===== src/rtl/serial_addsub.sv =====
`default_nettype none
// =====================================================================
// serial_addsub : multi-cycle LSB-first adder/subtractor that reuses a
//                 BITS_PER_CYCLE-wide ripple-carry slice every cycle
// Rev 1.0
// =====================================================================
module serial_addsub #(
  parameter int WIDTH          = 8,
  parameter int BITS_PER_CYCLE = 1
) (
  input  logic             clk,
  input  logic             rst,
  input  logic             start,
  input  logic             mode,
  input  logic             cin,
  input  logic [WIDTH-1:0] a,
  input  logic [WIDTH-1:0] b,
  output logic [WIDTH-1:0] sum,
  output logic             cout,
  output logic             ovf,
  output logic             busy,
  output logic             done
);

  localparam int STEPS = WIDTH / BITS_PER_CYCLE;
  localparam int CNT_W = (STEPS > 1) ? $clog2(STEPS) : 1;
  localparam logic [CNT_W-1:0] LAST_STEP = CNT_W'(STEPS - 1);

  generate
    if (WIDTH < 2 || BITS_PER_CYCLE < 1 || (WIDTH % BITS_PER_CYCLE) != 0) begin : g_bad_params
      $error("serial_addsub: WIDTH must be >= 2 and an exact multiple of BITS_PER_CYCLE");
    end
  endgenerate

  typedef enum logic [1:0] {
    S_IDLE = 2'd0,
    S_RUN  = 2'd1,
    S_DONE = 2'd2
  } state_t;

  state_t state, state_next;

  logic [WIDTH-1:0]          a_sr;
  logic [WIDTH-1:0]          b_sr;
  logic                      carry;
  logic [CNT_W-1:0]          cnt;
  logic                      last_step;
  logic [BITS_PER_CYCLE-1:0] slice_sum;
  logic                      slice_cout;
  logic                      slice_msb_cin;
  logic [WIDTH-1:0]          psum_next;

  assign last_step = (cnt == LAST_STEP);

  always_ff @(posedge clk or posedge rst) begin
    if (rst) begin
      state <= S_IDLE;
    end else begin
      state <= state_next;
    end
  end

  always_comb begin
    state_next = state;
    busy       = 1'b0;
    done       = 1'b0;
    case (state)
      S_IDLE: begin
        if (start) state_next = S_RUN;
      end
      S_RUN: begin
        busy = 1'b1;
        if (last_step) state_next = S_DONE;
      end
      S_DONE: begin
        busy       = 1'b1;
        done       = 1'b1;
        state_next = S_IDLE;
      end
      default: state_next = S_IDLE;
    endcase
  end

  // Ripple slice; in the final step its top bit is the word MSB, so the
  // carry entering that bit is the one needed for signed overflow.
  always_comb begin : slice
    logic c;
    c             = carry;
    slice_msb_cin = carry;
    slice_sum     = '0;
    for (int i = 0; i < BITS_PER_CYCLE; i++) begin
      if (i == BITS_PER_CYCLE - 1) slice_msb_cin = c;
      slice_sum[i] = a_sr[i] ^ b_sr[i] ^ c;
      c            = (a_sr[i] & b_sr[i]) | (c & (a_sr[i] ^ b_sr[i]));
    end
    slice_cout = c;
  end

  generate
    if (BITS_PER_CYCLE < WIDTH) begin : g_multi_step
      logic [WIDTH-BITS_PER_CYCLE-1:0] psum;

      assign psum_next = {slice_sum, psum};

      always_ff @(posedge clk or posedge rst) begin
        if (rst) begin
          psum <= '0;
        end else if (state == S_RUN) begin
          psum <= psum_next[WIDTH-1:BITS_PER_CYCLE];
        end
      end
    end else begin : g_single_step
      assign psum_next = slice_sum;
    end
  endgenerate

  always_ff @(posedge clk or posedge rst) begin
    if (rst) begin
      a_sr  <= '0;
      b_sr  <= '0;
      carry <= 1'b0;
      cnt   <= '0;
      sum   <= '0;
      cout  <= 1'b0;
      ovf   <= 1'b0;
    end else begin
      case (state)
        S_IDLE: begin
          if (start) begin
            a_sr  <= a;
            b_sr  <= mode ? ~b : b;
            carry <= mode | cin;
            cnt   <= '0;
          end
        end
        S_RUN: begin
          a_sr  <= a_sr >> BITS_PER_CYCLE;
          b_sr  <= b_sr >> BITS_PER_CYCLE;
          carry <= slice_cout;
          cnt   <= cnt + CNT_W'(1);
          if (last_step) begin
            sum  <= psum_next;
            cout <= slice_cout;
            ovf  <= slice_msb_cin ^ slice_cout;
          end
        end
        default: ;
      endcase
    end
  end

endmodule
`default_nettype wire

===== config.mk =====
export PLATFORM = sky130hd
export DESIGN_NAME = serial_addsub
export DESIGN_NICKNAME = d
export VERILOG_FILES = /design/src/rtl/serial_addsub.sv
export SDC_FILE = /design/constraint.sdc
export NUM_CORES = 1
export LEC_CHECK = 0
export BUFFER_PORTS_ARGS = -buffer_cell sky130_fd_sc_hd__buf_2
export CORE_MARGIN = 2
export CORE_UTILIZATION = 54
export DETAILED_ROUTE_END_ITERATION = 10
export GPL_ROUTABILITY_DRIVEN = 0
export GPL_TIMING_DRIVEN = 0
export PLACE_DENSITY = 0.78
export SLEW_MARGIN = 20
export SYNTH_ARGS = -nofsm -noshare
export SYNTH_HDL_FRONTEND = slang
export SYNTH_SLANG_ARGS = --single-unit

===== constraint.sdc =====
create_clock -name clk -period 2.1 [get_ports clk]
set_clock_uncertainty 0.05 [all_clocks]
set_input_delay 0.21 -clock clk [delete_from_list [all_inputs] [get_ports clk]]
set_output_delay 0.21 -clock clk [all_outputs]
set_load 0.1 [all_outputs]

==> results.toml <==
[worst_setup_path]
rr_startpoint = "state[0]"
r2r_slack_ps = 340
cp.arrival_ps = 1520
startpoint_type = "register"
end_kind = "primary output"
cpPeakStageDelay_ps = 410
cp_num_buf_inv = 2
crit_chain = "inv_1, ha_1, buf_2"
required_ps = 1840
timing.critical_path.max_delay_family = "buffers and inverters"
path_class = "register to primary output"
cpMaxStageDelayCell = "buf_2"
crit_path_start = "state[0]"
critPathMaxFanout = 3

[cells_and_area]
layout-drive-gt1-share_pct = 26.06
num_antenna_cells = 0
layout_common_cells = "dfrtp_1 (39), buf_2 (33), nand2_1 (22)"
fillers = 282
syn2layout_area_growth_pct = 15.17
finish.utilization_pct = 66.73
final_nets = 214
final_common_cell = "dfrtp_1"

[placed_design]
hpwlAfterDp_um = 2391
io_buffers = 31

[die]
dieArea_um2 = 3807
coreArea_um2 = 3103
fp.dieW_um = 61.70
rows = 20
initial_core_util_pct = 57.94
ios = 33
die_y_um = 61.70

[sta]
slew_headroom_pct = 47.17
tns_ps = 0
finalHoldViolCount = 0
max_freq_mhz = 561.5
setup_viol = 0
timing.final.crit_share_pct = 84.81
whs_ps = 27.97
fin_crit_ps = 1781
rsz0062_at_grt = "false"
slew_viol_final = 0
tightest_slew_ps = 791.2

[flow_run]
max_cap_viol_count = 0

[cts]
path_clk_slew_ps = 120
cts_buffers = 5
post_cts_resized = 0
cts_tree = "built"
htreeDepth = 2
post_cts_buffers = 0
clock-sinks = 39
cts_buffer_depth = 2
postCtsHoldBufs = 1
clock_latency_ps = 350
root_buffer = "clkbuf_4"

[logic_synthesis]
syn_nets = 175
yosys_warnings = 0
syn_avg_cell_area_um2 = 12.15
ys_seq_area_share_pct = 54.28
ys_ff_latch = 39
synth_area_um2 = 1798
synth_cell_types = 21
syn_inst = 148

[min_path]
hold_path_class = "input pin to register"
min_from = "a[7]"

[grt]
grt_max_degree = 40
grt_pass1_vias = 1260
grt_pass1_wl_um = 5561
grt_usage_pct = 20.51
antenna_found_initial = 0
grt_overflow = 0

[status]
outcome = "completed"

[drt]
num_vias = 1202
totalWireLength_um = 3303
drtPass1Iterations = 4
wl_per_cell_um = 14.24
drcViolationCount = 0
ant_nets = 0
drt_iter0_drc = 37
viasPerCell = 5.181

[pwr]
peakVddDrop_mv = 0.8263
p_leak_uw = 0.001066
p_per_area_nw_per_um2 = 1602
## layer usage
layer  track usage (%)  vias to the layer above  part of all wire, %
met5                 0                        -                    0
met4             6.383                        0                  1.3
met3             6.832                        6                  5.2
met2             33.68                       25                   50
met1             25.89                      588                   43
li1                  -                      583                    -
## layout make-up
| type | count | area [um2] | share of cell area [%] |
|---|---|---|---|
| clock buffer | 5 | 37.54 | 1.813 |
| buffer | 7 | 55.05 | 2.659 |
| clock inverter | 3 | 15.01 | 0.7251 |
| sequential | 39 | 975.9 | 47.13 |
| inverter | 5 | 18.77 | 0.9063 |
| timing repair buffer | 32 | 165.2 | 7.976 |
| tap | 44 | 55.05 | 2.659 |
| multi-input combinational | 97 | 748.2 | 36.13 |
## worst reg2reg max path: stages (launching register included)
cell and delay, ps:
dfrtp_1 420, inv_1 90, ha_1 260, mux2i_4 440
buf_2 290, o21ai_1 100
## kinds of logic (layout without fill, tap and decap cells)
| logic type | count (synthesis) | after routing | share of synthesized area [%] |
|---|---|---|---|
| buffers and inverters | 12 | 52 | 4.106 |
| multiplexers | 31 | 31 | 19.07 |
| AND/OR/NAND/NOR | 25 | 25 | 5.637 |
| XOR/XNOR | 9 | 9 | 4.384 |
| adder cells (fa/ha/maj) | 6 | 6 | 4.593 |
| flip-flops | 39 | 39 | 54.28 |
| AO/OA/AOI/OAI | 26 | 26 | 7.933 |
## report_power, final
| part | total (uW) | internal [uW] | switching (uW) |
|---|---|---|---|
| Sequential | 1260 | 1070 | 187 |
| Combinational | 1680 | 571 | 1110 |
| Clock | 380 | 125 | 255 |
| Total | 3320 | 1770 | 1550 |
## worst paths after layout
check                               end  cells after the start
max in group asynchronous        sum[3]                      3
worst max register to register  b_sr[6]                      5
worst min-delay path            a_sr[7]                      3
worst min register to register   sum[1]                      1
worst max-delay path               busy                      3
min in group asynchronous       a_sr[7]                      3
## per-stage QoR
| stage | setup slack, ps | instances | total power [uW] | cell area [um2] |
|---|---|---|---|---|
| 5_1_grt | 245.5 | 232 | 3553 | 2071 |
| 2_1_floorplan | 600.4 | 148 | 2634 | 1798 |
| 3_3_place_gp | 434.8 | 223 | 2879 | 2008 |
| 6_report | 318.9 | 232 | 3318 | 2071 |
| 4_1_cts | 294.5 | 232 | 3350 | 2071 |
| 3_5_place_dp | 344.7 | 223 | 2973 | 2008 |
## flip-flops by register name (all words and copies together), names as in the netlist
name,count
cout,1
sum,8
g_multi_step.psum,7
carry,1
cnt,3
a_sr,8
b_sr,8
state,2
ovf,1
## cells in the mapped netlist (all sizes together)
cell / instances / area share, %
dfrtp: 39 / 54
nand2: 22 / 4.6
o21ai: 19 / 5.3
mux2: 16 / 10
mux2i: 15 / 9.0
buf: 7 / 3.1
xor2: 7 / 3.4
ha: 5 / 3.5
inv: 5 / 1.0
a21oi: 4 / 1.1
a32o: 2 / 1.1
nand2b: 2 / 0.70
xnor2: 2 / 0.97
fa: 1 / 1.1
o31ai: 1 / 0.42
or3: 1 / 0.35
No activity file was read; power rests on OpenSTA's default activity.
